`config.mk`:
```
export PLATFORM = sky130hd
export DESIGN_NAME = lzrw1_token_sequencer_flat
export DESIGN_NICKNAME = d
export VERILOG_FILES = /design/src/rtl/lzrw1_token_sequencer_if.sv /design/src/rtl/lzrw1_token_sequencer.sv /design/src/flat_wrapper.sv
export SDC_FILE = /design/constraint.sdc
export NUM_CORES = 1
export LEC_CHECK = 0
export CORE_MARGIN = 8
export CORE_UTILIZATION = 53
export CTS_CLUSTER_SIZE = 30
export DETAILED_ROUTE_END_ITERATION = 10
export GPL_ROUTABILITY_DRIVEN = 0
export HOLD_SLACK_MARGIN = 0.12
export PLACE_DENSITY = 0.87
export SLEW_MARGIN = 5
export SYNTH_ARGS = -nofsm -noshare
export SYNTH_HDL_FRONTEND = slang
export SYNTH_SLANG_ARGS = --single-unit
```
`constraint.sdc`:
```
create_clock -name clock_i -period 4.27 [get_ports clock_i]
set_input_delay 1.0675 -clock clock_i [delete_from_list [all_inputs] [get_ports clock_i]]
set_output_delay 1.0675 -clock clock_i [all_outputs]
set_load 0.01 [all_outputs]
```
`src/rtl/lzrw1_token_sequencer_if.sv`:
```
// Stream-side and decompressor-side handshake bundle for lzrw1_token_sequencer.
// master = stream source / decompressor side, slave = sequencer.
interface lzrw1_token_sequencer_if;
    logic [15:0] in_word;
    logic        in_valid;
    logic        in_last;
    logic        in_ready;
    logic [15:0] dec_data;
    logic        dec_control_word;
    logic        dec_in_valid;
    logic        dec_busy;

    modport master (
        output in_word, in_valid, in_last, dec_busy,
        input  in_ready, dec_data, dec_control_word, dec_in_valid
    );

    modport slave (
        input  in_word, in_valid, in_last, dec_busy,
        output in_ready, dec_data, dec_control_word, dec_in_valid
    );
endinterface

```
`src/rtl/lzrw1_token_sequencer.sv`:
```
// LZRW1 control-word/item parser issuing one item per decompressor transaction.
// Optional statistics counters enabled by defining LZRW1_SEQ_STATS_EN.
module lzrw1_token_sequencer #(
    parameter int unsigned ITEMS_PER_GROUP = 16
`ifdef LZRW1_SEQ_STATS_EN
   ,parameter int unsigned CNT_WIDTH       = 16
`endif
) (
    input  logic                    clock_i,
    input  logic                    reset_ni,
    input  logic                    start_i,
    lzrw1_token_sequencer_if.slave  bus,
    output logic                    seq_busy_o,
    output logic                    done_o,
    output logic                    error_o
`ifdef LZRW1_SEQ_STATS_EN
   ,output logic [CNT_WIDTH-1:0]    lit_count_o,
    output logic [CNT_WIDTH-1:0]    copy_count_o
`endif
);

    localparam logic [2:0] IDLE       = 3'd0;
    localparam logic [2:0] FETCH_CTRL = 3'd1;
    localparam logic [2:0] FETCH_ITEM = 3'd2;
    localparam logic [2:0] ISSUE      = 3'd3;
    localparam logic [2:0] GUARD      = 3'd4;
    localparam logic [2:0] DONE       = 3'd5;

    localparam logic [3:0] LAST_IDX = 4'(ITEMS_PER_GROUP - 1);

    logic [2:0]  state_q, state_d;
    logic [15:0] flags_q, flags_d;
    logic [3:0]  idx_q,   idx_d;
    logic [15:0] word_q,  word_d;
    logic        flag_q,  flag_d;
    logic        last_q,  last_d;
    logic        error_q, error_d;
    logic        len_zero;
    logic        issue_ok;

`ifdef LZRW1_SEQ_STATS_EN
    logic [CNT_WIDTH-1:0] lit_q,  lit_d;
    logic [CNT_WIDTH-1:0] copy_q, copy_d;
`endif

    // A copy with a zero length field is rejected instead of being issued.
    assign len_zero = flag_q && (word_q[15:12] == 4'd0);
    assign issue_ok = (state_q == ISSUE) && !bus.dec_busy && !len_zero;

    assign bus.in_ready         = (state_q == FETCH_CTRL) || (state_q == FETCH_ITEM);
    assign bus.dec_in_valid     = issue_ok;
    assign bus.dec_data         = word_q;
    assign bus.dec_control_word = flag_q;
    assign seq_busy_o           = (state_q != IDLE);
    assign done_o               = (state_q == DONE);
    assign error_o              = error_q;

    always_comb begin
        state_d = state_q;
        flags_d = flags_q;
        idx_d   = idx_q;
        word_d  = word_q;
        flag_d  = flag_q;
        last_d  = last_q;
        error_d = error_q;
`ifdef LZRW1_SEQ_STATS_EN
        lit_d   = lit_q;
        copy_d  = copy_q;
`endif
        case (state_q)
            IDLE: begin
                if (start_i) begin
                    error_d = 1'b0;
`ifdef LZRW1_SEQ_STATS_EN
                    lit_d   = '0;
                    copy_d  = '0;
`endif
                    state_d = FETCH_CTRL;
                end
            end
            FETCH_CTRL: begin
                if (bus.in_valid) begin
                    flags_d = bus.in_word;
                    idx_d   = '0;
                    state_d = bus.in_last ? DONE : FETCH_ITEM;
                end
            end
            FETCH_ITEM: begin
                if (bus.in_valid) begin
                    word_d  = bus.in_word;
                    flag_d  = flags_q[idx_q];
                    last_d  = bus.in_last;
                    state_d = ISSUE;
                end
            end
            ISSUE: begin
                if (len_zero) begin
                    error_d = 1'b1;
                    state_d = GUARD;
                end else if (!bus.dec_busy) begin
                    state_d = GUARD;
                end
            end
            GUARD: begin
                if (last_q) begin
                    state_d = DONE;
                end else if (idx_q == LAST_IDX) begin
                    state_d = FETCH_CTRL;
                end else begin
                    idx_d   = idx_q + 4'd1;
                    state_d = FETCH_ITEM;
                end
            end
            DONE:    state_d = IDLE;
            default: state_d = IDLE;
        endcase

`ifdef LZRW1_SEQ_STATS_EN
        if (issue_ok) begin
            if (flag_q) begin
                if (copy_q != '1) copy_d = copy_q + CNT_WIDTH'(1);
            end else begin
                if (lit_q != '1) lit_d = lit_q + CNT_WIDTH'(1);
            end
        end
`endif
    end

    always_ff @(posedge clock_i) begin
        if (!reset_ni) begin
            state_q <= IDLE;
            flags_q <= '0;
            idx_q   <= '0;
            word_q  <= '0;
            flag_q  <= 1'b0;
            last_q  <= 1'b0;
            error_q <= 1'b0;
`ifdef LZRW1_SEQ_STATS_EN
            lit_q   <= '0;
            copy_q  <= '0;
`endif
        end else begin
            state_q <= state_d;
            flags_q <= flags_d;
            idx_q   <= idx_d;
            word_q  <= word_d;
            flag_q  <= flag_d;
            last_q  <= last_d;
            error_q <= error_d;
`ifdef LZRW1_SEQ_STATS_EN
            lit_q   <= lit_d;
            copy_q  <= copy_d;
`endif
        end
    end

`ifdef LZRW1_SEQ_STATS_EN
    assign lit_count_o  = lit_q;
    assign copy_count_o = copy_q;
`endif

endmodule

```
`src/flat_wrapper.sv`:
```
// flat-port wrapper written by rule: the top's interface ports become plain ports
module lzrw1_token_sequencer_flat 
#(
    parameter int unsigned ITEMS_PER_GROUP = 16

)
  (clock_i, reset_ni, start_i, seq_busy_o, done_o, error_o, bus_in_word, bus_in_valid, bus_in_last, bus_dec_busy, bus_in_ready, bus_dec_data, bus_dec_control_word, bus_dec_in_valid);
  lzrw1_token_sequencer_if bus_i ();
  input  logic clock_i;
  input  logic reset_ni;
  input  logic start_i;
  output logic seq_busy_o;
  output logic done_o;
  output logic error_o;
  input wire logic [$bits(bus_i.in_word)-1:0] bus_in_word;
  input wire logic [$bits(bus_i.in_valid)-1:0] bus_in_valid;
  input wire logic [$bits(bus_i.in_last)-1:0] bus_in_last;
  input wire logic [$bits(bus_i.dec_busy)-1:0] bus_dec_busy;
  output wire logic [$bits(bus_i.in_ready)-1:0] bus_in_ready;
  output wire logic [$bits(bus_i.dec_data)-1:0] bus_dec_data;
  output wire logic [$bits(bus_i.dec_control_word)-1:0] bus_dec_control_word;
  output wire logic [$bits(bus_i.dec_in_valid)-1:0] bus_dec_in_valid;
  assign bus_i.in_word = bus_in_word;
  assign bus_i.in_valid = bus_in_valid;
  assign bus_i.in_last = bus_in_last;
  assign bus_i.dec_busy = bus_dec_busy;
  assign bus_in_ready = bus_i.in_ready;
  assign bus_dec_data = bus_i.dec_data;
  assign bus_dec_control_word = bus_i.dec_control_word;
  assign bus_dec_in_valid = bus_i.dec_in_valid;
  lzrw1_token_sequencer #(.ITEMS_PER_GROUP(ITEMS_PER_GROUP)) u_core (.clock_i(clock_i), .reset_ni(reset_ni), .start_i(start_i), .bus(bus_i), .seq_busy_o(seq_busy_o), .done_o(done_o), .error_o(error_o));
endmodule
```
==> results.txt <==
The cell type with the highest occurrence count on the critical path is clkdlybuf4s50_1. The starting utilization of the core area came out at 0.5578. The area used by multi-input combinational logic is 942.2 um2. The total I/O pin count is 44.

The number of remaining DRC errors came out at 0. The sequential cells in the finished layout cover a total of 840.8 um2. For hold timing, the worst endpoint is u_core.bus.dec_data[8]$_SDFFE_PN0P_. The worst setup path is launched from an input pin. The leakage power figure is 0.0007955 uW. The relative slew slack is 0.5443. The share of async-settable or async-resettable flops after synthesis came out at 0. The routed length per instance is 14.27 um. The largest net degree at the start of global routing is 24. The count of filler cells inserted in the layout came out at 269. The via count came out at 1663.

The terminus of the critical flop-to-flop path is u_core.bus.dec_control_word$_SDFFE_PN0P_. The number of cells on the worst reg-to-reg path is 3. The die outline area is 0.005734 mm2. The via count of the first global-routing pass is 1617.

The final non-filler cell total is 311. The worst ir drop on vdd came out at 0.2345 mV. The net switching component of the power is 278.2 uW. The switching part of the total power is 0.3197. Relative to the synthesized area, the layout overhead comes to 24.62%. The final setup skew is 0.008113 ns. Counting buffers and inverters, the worst setup path is 3 cells deep. The startpoint identified for the worst hold timing path is u_core.bus.dec_data[8]$_SDFFE_PN0P_.

The instance area after placement came out at 0.002301 mm2. The clock network fraction of total power is 0.228. The number of buffers inserted to repair setup after CTS came out at 0. The number of nets in the synthesized netlist is 251. The number of I/O port buffers came out at 43.

The number of nets with antenna violations after detailed routing came out at 0. The cell family contributing the most delay on the critical path is buffers and inverters. The internal power of the cells is 591.8 uW. The warning count from the yosys run came out at 0. The layout net count came out at 287. The synthesized design contains 0 enable-type register cells. Power spread over the standard cell area amounts to 369.3 mW/mm2. The overall die height is 75.73 um. The final non-filler cell area is 0.002356 mm2. The floorplan has 21 rows.

For this run, the register share of the synthesized area comes to 0.4447. The number of antenna violations at the first check in global routing is 0. The total buffers and inverters traversed by the critical path is 2.

The total of endpoints with negative setup slack in the final report is 0. Counting along the longest clock path gives a buffer depth of 2. The first-pass iteration count of the detailed router came out at 4. The final hold violation count is 0. The hold buffer count at cts is 0. The critical setup path kind is input pin to primary output. The unique cell type count in the Yosys netlist came out at 44. In this run the horizontal extent of the chip is 75.73 um. The H-tree level count is 2. The critical-path cell with the highest stage delay is clkdlybuf4s50_1.

The tree is rooted in a clkbuf_4. The share of total power dissipated in sequential elements is 0.526. The required time of the critical path came out at 3.20 ns.

In this run the worst setup path begins at bus_dec_busy. The number of diodes came out at 0. The final core utilization is 0.6951. In the final timing run, aggregate negative setup slack is 0 ns. The mean area per synthesized cell came out at 8.292 um2. The final wirelength is 4437 um. Setup repair after global routing left no endpoint under its margin. The clock net in this run drives a total of 42 sinks. The clock tree from TritonCTS is built. The maximum fanout along the worst path is 3. The final clock period utilization by the worst path came out at 0.7833. At the pin with the least slew margin, the transition time is 0.6835 ns. The synthesized netlist cell count is 228.

The floorplan step defined a core boundary enclosing 0.003390 mm2. The part of the total power dissipated in combinational logic is 0.246. Summing every instance area after synthesis gives 0.001891 mm2.

The leading register cell type out of synthesis is dfxtp_1. The overall routing resource usage is 0.1688. The run finished with clean final reports.

The first-pass GRT wire length came out at 7293 um. The maximum cell stage delay along the critical path came out at 0.57 ns. Counting flops and latches in the post-synthesis netlist gives 42. The number of pins exceeding their max-slew limit in the final report came to 0. Buffers inserted during clock tree synthesis total 5. The design draws 870.0 uW. Walking the worst path, the cells encountered are clkdlybuf4s50_1, nor3_1, clkdlybuf4s50_1. The startpoint identified for the worst register-to-register timing path is u_core.state_q[1]$_SDFFE_PN0P_. STA puts the critical path data arrival time at 2.28 ns.

The overflow left after global routing came out at 0. The detailed placer's ending HPWL came out at 3119 um. The detailed-route vias per instance is 5.347. In this run the worst hold path is classified as flip-flop to flip-flop.

The cell count after placement is 303. The clock period minus worst slack is 3.345 ns. The endpoint type of the worst setup path is a primary output.

Static timing analysis puts the maximum clock frequency at 299.0 MHz. Across the run, the number of max-cap violations was 0. The register clock-pin slew on the reported worst setup and hold paths came out at 0.13 ns.

The worst hold path was traced through 2 stages. The count of cells resized by post-cts repair is 0. The detailed router finished its first iteration with 153 violations. The ratio of cells with drive above 1 in the final layout came out at 0.06415. The clock insertion delay at the later pin of the skew report is 0.36 ns.

The reg-to-reg setup timing slack is 2.36 ns.
[cells in the mapped netlist (2+ instances only)]
master	instances	area, um2
nand2_1	73	274.0
dfxtp_1	42	840.8
a21oi_1	36	180.2
nor2_1	8	30.03
clkbuf_1	6	22.52
buf_2	5	25.02
buf_6	3	33.78
mux2i_1	3	30.03
mux4_2	3	67.56
nand3_1	3	15.01
o21ai_0	3	15.01
a211oi_1	2	15.01
and2_1	2	12.51
and2b_1	2	15.01
inv_1	2	7.510
nand2b_1	2	12.51
nand4_1	2	12.51
nor3_1	2	10.01
nor3b_1	2	15.01
o32ai_1	2	17.52
xor2_1	2	17.52
[layout make-up]
| type | count | area share |
|---|---|---|
| Inverter | 4 | 0.006373 |
| Clock buffer | 6 | 0.01753 |
| Clock inverter | 2 | 0.005842 |
| Timing Repair Buffer | 45 | 0.1891 |
| Sequential cell | 42 | 0.3569 |
| Multi-Input combinational cell | 166 | 0.3999 |
| Tap cell | 46 | 0.02443 |
[power by group through the flow]
| stage | registers, uW | clock network, uW | logic, uW |
|---|---|---|---|
| detailed placement | 466 | 0 | 215 |
| finish | 458 | 198 | 214 |
| floorplan | 446 | 0 | 157 |
| CTS | 457 | 199 | 216 |
| global route | 463 | 215 | 239 |
| global placement | 464 | 0 | 212 |
[state kept, by name (all words and copies together), names as in the netlist]
signal	count
u_core.bus.dec_data	16
u_core.flags_q	16
u_core.idx_q	4
u_core.state_q	3
u_core.bus.dec_control_word	1
u_core.error_o	1
u_core.last_q	1
[per-layer routing]
layer	global-route usage	part of all wire	up-vias
met4	0.08316	0.013	0
met1	0.1885	0.42	768
met2	0.2790	0.48	42
li1	-	-	847
met5	0	0	-
met3	0.05921	0.086	6
[kinds of logic (layout without fill, tap and decap cells)]
group,Yosys count,after routing,synth area share
buffers and inverters,20,57,0.05691
AO/OA/AOI/OAI,50,50,0.1588
XOR/XNOR,3,3,0.01390
flip-flops,42,42,0.4447
multiplexers,8,8,0.07148
adder cells (fa/ha/maj),1,1,0.006617
AND/OR/NAND/NOR,104,104,0.2475
[per-stage QoR]
step	worst slack, ns	hold WS (ns)
2_1_floorplan	1.834	0.4315
3_3_place_gp	0.9583	0.4394
3_5_place_dp	0.9168	0.4433
4_1_cts	0.9124	0.4660
5_1_grt	0.8442	0.4779
6_report	0.9252	0.4659
[worst reg2reg max path, cell delays in order, from the launching register on]
cell	delay [ns]
dfxtp_1	0.72
and3_1	0.71
o21ai_0	0.18
a311oi_1	0.23
[worst max path at each step]
stage / end / slack [ns]
finish: bus_dec_in_valid / 0.93
global route: bus_dec_in_valid / 0.84
CTS: bus_dec_in_valid / 0.91
detailed placement: bus_dec_in_valid / 0.92
global placement: bus_dec_in_valid / 0.96
floorplan: bus_dec_in_valid / 1.83
[cell usage in the layout (no fill, tap or decap), types with 2 or more instances in the layout]
master,synthesis,layout
nand3_1,3,3
inv_1,2,2
o21ai_0,3,3
a211oi_1,2,2
nand2b_1,2,2
nand4_1,2,2
mux4_2,3,3
buf_4,1,2
o32ai_1,2,2
clkbuf_4,0,5
a21oi_1,36,36
nor3b_1,2,2
xor2_1,2,2
dfxtp_1,42,42
and2_1,2,2
nand2_1,73,73
and2b_1,2,2
nor3_1,2,2
clkdlybuf4s50_1,0,43
mux2i_1,3,3
nor2_1,8,8
No activity file was read; power rests on OpenSTA's default activity.
==> edit 1, RTL diff (same flow settings) <==
Reset style: asynchronous (`reset_ni`), changed in one clocked block.
--- a/src/rtl/lzrw1_token_sequencer.sv
+++ b/src/rtl/lzrw1_token_sequencer.sv
@@ -127,5 +127,5 @@
     end
 
-    always_ff @(posedge clock_i) begin
+    always_ff @(posedge clock_i or negedge reset_ni) begin
         if (!reset_ni) begin
             state_q <= IDLE;
Check against the original RTL: differs if reset_ni is asserted again (counterexample within 4 cycles, from zero or initial values and one cycle with reset_ni low); with reset_ni held inactive, the same outputs for 10 cycles.
==> edit 1 against the unedited design <==
Cell area rose by 5.9%. Area after synthesis rose by 3.2%. Hold slack improved by 0.035 ns. First-iteration DRC count fell by 69%. Sequential cell count did not move. Worst setup slack got worse by 0.21 ns. Critical path depth did not move. Fmax fell by 5.9%. Sequential share of layout area rose by 6.4 points. Highest routed layer unchanged. Synthesized cell count fell by 38%. Wire length fell by 11%.
Power is not compared: it rests on default switching activity, and its combinational part moved more than twofold at a synthesized area within 25%.
==> edit 1: results (changes against the unedited design) <==
Setup path
  – Slowest stage delay, CP: 0.61 ns (was 0.57 ns)
  – Worst R2R Start: u_core.state_q[0]$_DFFE_PN0P_ (was u_core.state_q[1]$_SDFFE_PN0P_)
  – Worst path arrival time: 2.49 ns (was 2.28 ns)
  – Reg2reg end: u_core.bus.dec_data[11]$_DFFE_PN0P_ (was u_core.bus.dec_control_word$_SDFFE_PN0P_)
  – R2r setup slk: 2.21 ns (was 2.36 ns)

Detailed routing
  – Met3 wire len: 301 um (was 382 um)
  – Met1 Wirelength: 1640 um (was 1860 um)
  – Per-cell routed wire length: 17.0 um (was 14.3 um)
  – Met2 WL: 1980 um (was 2140 um)
  – Via count of the routed design: 1285 (was 1663)
  – Initial DRC count: 47 (was 153)

Synthesis
  – Commonest cells in the netlist: dfrtp_1 (42), mux2_2 (35), nor2_1 (6) (was nand2_1 (73), dfxtp_1 (42), a21oi_1 (36))
  – Top_reg_cell synth: dfrtp_1 (was dfxtp_1)
  – Synthesized area per cell: 13.7 sq um (was 8.29 sq um)
  – Share of the synthesized area in the top cell type: 0.539 (was 0.445)
  – Seq/Total Area, Yosys: 0.539 (was 0.445)
  – Ys async rst share: 1.00 (was 0)
  – Main area contributors after synthesis: dfrtp_1 (54%), mux2_2 (20%), mux4_1 (5.4%) (was dfxtp_1 (44%), nand2_1 (14%), a21oi_1 (9.5%))
  – Post-synth cell types: 39 (was 44)

GRT
  – Grt met3 use: 0.0583 (was 0.0592)
  – GR Util met1: 0.163 (was 0.188)
  – Vias in the first global route: 1499 (was 1617)
  – Total GRT Usage: 0.145 (was 0.169)
  – Met2 Use GR: 0.238 (was 0.279)
  – Largest net degree at the start of global routing: 43 (was 24)

Run status
  – Run status: finished, final reports clean (unchanged)

CTS
  – Clock-pin slew on the worst setup and hold paths: 0.08 ns (was 0.13 ns)
  – Clk Latency, worst-skew pair: 0.29 ns (was 0.36 ns)
  – Root buffer cell: clkbuf_8 (was clkbuf_4)

Timing
  – Slew HR: 0.405 (was 0.544)
  – Final setup margin: 0.714 ns (was 0.925 ns)

Placed design
  – Dpl cells: 225 (was 303)
  – Hpwl dp: 2930 um (was 3120 um)
  – Post-place setup slack: 0.739 ns (was 0.917 ns)
  – Post-DP Area: 2390 sq um (was 2300 sq um)

Finish
  – Nets@finish: 207 (was 287)
  – Post-layout util: 0.692 (was 0.695)
  – Fillers: 268 (was 269)
  – Share of layout cells above drive strength 1: 0.265 (was 0.0642)
-- edit 1: logic make-up after synthesis --
group / Yosys count / share of synthesized area
fa+ha+maj: 1 / 0.00641
flops: 42 / 0.539
mux: 42 / 0.271
compound gates: 16 / 0.0571
simple gates: 29 / 0.0860
xor+xnor: 2 / 0.00898
buf+inv: 10 / 0.0314
-- edit 1: power groups by stage --
stage                     clock (uW)  combinational [uW]  sequential [uW]
final                            305                 776              746
after global routing             326                 843              780
after CTS                        313                 792              747
after detailed placement           0                 783              753
after global placement             0                 753              738
after floorplan                    0                 492              723
-- edit 1: worst min path at each step --
stage | from | cells past startpoint | slack [ns] | endpoint
3_3_place_gp | u_core.flags_q[1]$_DFFE_PN0P_ | 1 | 0.48 | u_core.flags_q[1]$_DFFE_PN0P_
4_1_cts | u_core.flags_q[1]$_DFFE_PN0P_ | 1 | 0.51 | u_core.flags_q[1]$_DFFE_PN0P_
2_1_floorplan | u_core.flags_q[13]$_DFFE_PN0P_ | 1 | 0.47 | u_core.flags_q[13]$_DFFE_PN0P_
3_5_place_dp | u_core.flags_q[1]$_DFFE_PN0P_ | 1 | 0.49 | u_core.flags_q[1]$_DFFE_PN0P_
6_report | u_core.flags_q[1]$_DFFE_PN0P_ | 1 | 0.50 | u_core.flags_q[1]$_DFFE_PN0P_
5_1_grt | u_core.bus.dec_data[6]$_DFFE_PN0P_ | 1 | 0.52 | u_core.bus.dec_data[6]$_DFFE_PN0P_
-- edit 1: layout make-up --
cell class                      instances  share of cell area
Clock buffer                            6              0.0291
Clock inverter                          2              0.0150
Inverter                                1             0.00150
Multi-Input combinational cell         90               0.336
Sequential cell                        42               0.421
Tap cell                               48              0.0241
Timing Repair Buffer                   44               0.173
==> edit 2, RTL diff (same flow settings) <==
Without the edit above. `ITEMS_PER_GROUP` is set to 16 in 2 places; all go to 8.
--- a/src/rtl/lzrw1_token_sequencer.sv
+++ b/src/rtl/lzrw1_token_sequencer.sv
@@ -2,5 +2,5 @@
 // Optional statistics counters enabled by defining LZRW1_SEQ_STATS_EN.
 module lzrw1_token_sequencer #(
-    parameter int unsigned ITEMS_PER_GROUP = 16
+    parameter int unsigned ITEMS_PER_GROUP = 8
 `ifdef LZRW1_SEQ_STATS_EN
    ,parameter int unsigned CNT_WIDTH       = 16
--- a/src/flat_wrapper.sv
+++ b/src/flat_wrapper.sv
@@ -2,5 +2,5 @@
 module lzrw1_token_sequencer_flat 
 #(
-    parameter int unsigned ITEMS_PER_GROUP = 16
+    parameter int unsigned ITEMS_PER_GROUP = 8
 
 )
Formal check against the unedited RTL: no difference found for any inputs over 10 cycles, from zero or initial values and one cycle with reset_ni low; that may be too few to reach the edited logic, so the function may still have changed.
==> edit 2 against the unedited design <==
Cell count decreased by 0.32%. Count of clock-buffer cells in the layout decreased by 1. Worst setup slack improved by 0.020 ns. Cell area decreased by 0.32%. Wire length decreased by 5.2%. Non-clock buffer count unchanged. Area after synthesis decreased by 1.3%. Sequential cell count unchanged. Total power decreased by 1.9%. Hold slack got worse by 0.0047 ns. Via count decreased by 0.30%. Synthesized cell count decreased by 0.44%. Register-to-register slack got worse by 0.11 ns. Critical path type unchanged.
==> edit 2: results (changes against the unedited design) <==
Synthesis
  – Commonest cells in the netlist: nand2_1 (73), dfxtp_1 (42), a21oi_1 (36) (unchanged)
  – Main area contributors after synthesis: dfxtp_1 (45%), nand2_1 (15%), a21oi_1 (9.7%) (was dfxtp_1 (44%), nand2_1 (14%), a21oi_1 (9.5%))
  – Post-synth cell types: 43 (was 44)
  – Ys async rst share: 0 (unchanged)
  – Synthesized area per cell: 8.22 sq um (was 8.29 sq um)
  – Synthesized Nets: 250 (was 251)
  – Seq/Total Area, Yosys: 0.450 (was 0.445)
  – Ys Warns: 0 (unchanged)

Pwr
  – P_leak: 0.000798 uW (was 0.000796 uW)
  – Switching Fraction: 0.314 (was 0.320)
  – Peak supply drop: 0.244 mV (was 0.234 mV)

Finish
  – Fillers: 289 (was 269)
  – # diodes: 0 (unchanged)
  – Share of layout cells above drive strength 1: 0.0568 (was 0.0642)

Setup path
  – Worst path arrival time: 2.26 ns (was 2.28 ns)
  – Worst path slowest cell: clkdlybuf4s50_1 (unchanged)
  – Reg2reg end: u_core.bus.dec_control_word$_SDFFE_PN0P_ (unchanged)
  – Critical Path Fanout Max: 3 (unchanged)
  – Cells on worst reg2reg path: 3 (unchanged)
  – Worst R2R Start: u_core.state_q[1]$_SDFFE_PN0P_ (unchanged)
  – R2r setup slk: 2.25 ns (was 2.36 ns)

Timing
  – Worst Skew: 0.00438 ns (was 0.00811 ns)
  – Slew HR: 0.483 (was 0.544)

CTS
  – Clk Latency, worst-skew pair: 0.35 ns
  – # resized after CTS: 0 (unchanged)
  – H-Tree Level Count: 2 (unchanged)
  – Clock Path Buffers: 2 (unchanged)
  – Post CTS Setup Buffer Count: 0 (unchanged)

Placed design
  – Hpwl dp: 3070 um (was 3120 um)
  – I/O Buffers: 43 (unchanged)
  – Dpl cells: 303 (unchanged)

Floorplan
  – Die width: 75.4 um (was 75.7 um)

GRT
  – First-pass GRT wire length: 7090 um (was 7290 um)
  – Grt met3 use: 0.0697 (was 0.0592)
  – Initial antenna violation count: 0 (unchanged)
  – Largest net degree at the start of global routing: 22 (was 24)
  – Met2 Use GR: 0.279 (unchanged)
  – Total GRT Usage: 0.163 (was 0.169)
  – Vias in the first global route: 1598 (was 1617)
  – GR Util met1: 0.179 (was 0.188)

Detailed routing
  – Via/cell ratio: 5.35 (about the same)
  – Drt pass-1 iters: 4 (unchanged)
  – Per-cell routed wire length: 13.6 um (was 14.3 um)
  – Initial DRC count: 123 (was 153)
  – Final WL: 4210 um (was 4440 um)

Hold path
  – Critical hold path startpoint: u_core.flags_q[2]$_SDFFE_PN0P_ (was u_core.bus.dec_data[8]$_SDFFE_PN0P_)
  – Hold EP: u_core.flags_q[2]$_SDFFE_PN0P_ (was u_core.bus.dec_data[8]$_SDFFE_PN0P_)
  – HP Class: flop to flop (unchanged)

Run status
  – Run status: finished, final reports clean (unchanged)
edit 2: worst reg2reg max path, stage by stage (launching register included):
cell and delay (ns):
dfxtp_1 0.69, nand3_1 0.69, a2111oi_4 0.42, a311oi_1 0.08
edit 2: cell type report:
cell class,count,area [sq um],area share
Sequential cell,42,841,0.358
Multi-Input combinational cell,166,942,0.401
Clock inverter,2,10.0,0.00426
Tap cell,46,57.6,0.0245
Clock buffer,5,37.5,0.0160
Timing Repair Buffer,45,445,0.190
Inverter,4,15.0,0.00639
edit 2: cell families (layout without fill, tap and decap cells):
kind of cell / after synthesis / count (layout) / share of synthesized area
AOI/OAI and AO/OA: 50 / 50 / 0.161
xor gates and xnor gates: 3 / 3 / 0.0141
adders and majority gates: 1 / 1 / 0.00670
buffers and inverters: 19 / 56 / 0.0449
DFF: 42 / 42 / 0.450
muxes: 8 / 8 / 0.0744
and+or+nand+nor: 104 / 104 / 0.249
edit 2: how the worst max path moves through the flow:
| stage | from | endpoint | slack, ns | depth (start not counted) |
|---|---|---|---|---|
| floorplan | bus_dec_busy | bus_dec_in_valid | 1.83 | 1 |
| CTS | bus_dec_busy | bus_dec_in_valid | 0.93 | 3 |
| global route | bus_dec_busy | bus_dec_in_valid | 0.91 | 3 |
| finish | bus_dec_busy | bus_dec_in_valid | 0.95 | 3 |
| global placement | bus_dec_busy | bus_dec_in_valid | 0.96 | 3 |
| detailed placement | bus_dec_busy | bus_dec_in_valid | 0.93 | 3 |
edit 2: power by group through the flow:
stage | logic [uW] | registers, uW | clock network, uW
after global routing | 238 | 462 | 205
after detailed placement | 215 | 464 | 0
final | 213 | 456 | 185
after CTS | 216 | 455 | 185
after global placement | 209 | 463 | 0
after floorplan | 151 | 447 | 0
edit 2: per-stage QoR:
step | instance area [sq um] | hold WS, ns | total power, uW | utilization | setup slack [ns]
after floorplan | 1870 | 0.432 | 598 | - | 1.83
after global placement | 2300 | 0.440 | 672 | 0.684 | 0.957
after detailed placement | 2300 | 0.447 | 679 | 0.684 | 0.933
after CTS | 2350 | 0.462 | 856 | 0.698 | 0.933
after global routing | 2350 | 0.478 | 905 | 0.698 | 0.915
final | 2350 | 0.461 | 854 | 0.698 | 0.946
edit 2: per-layer routing:
layer	up-vias	wire, um
met5	-	0
met4	0	67
met3	6	230
met2	35	2130
met1	773	1770
li1	844	-
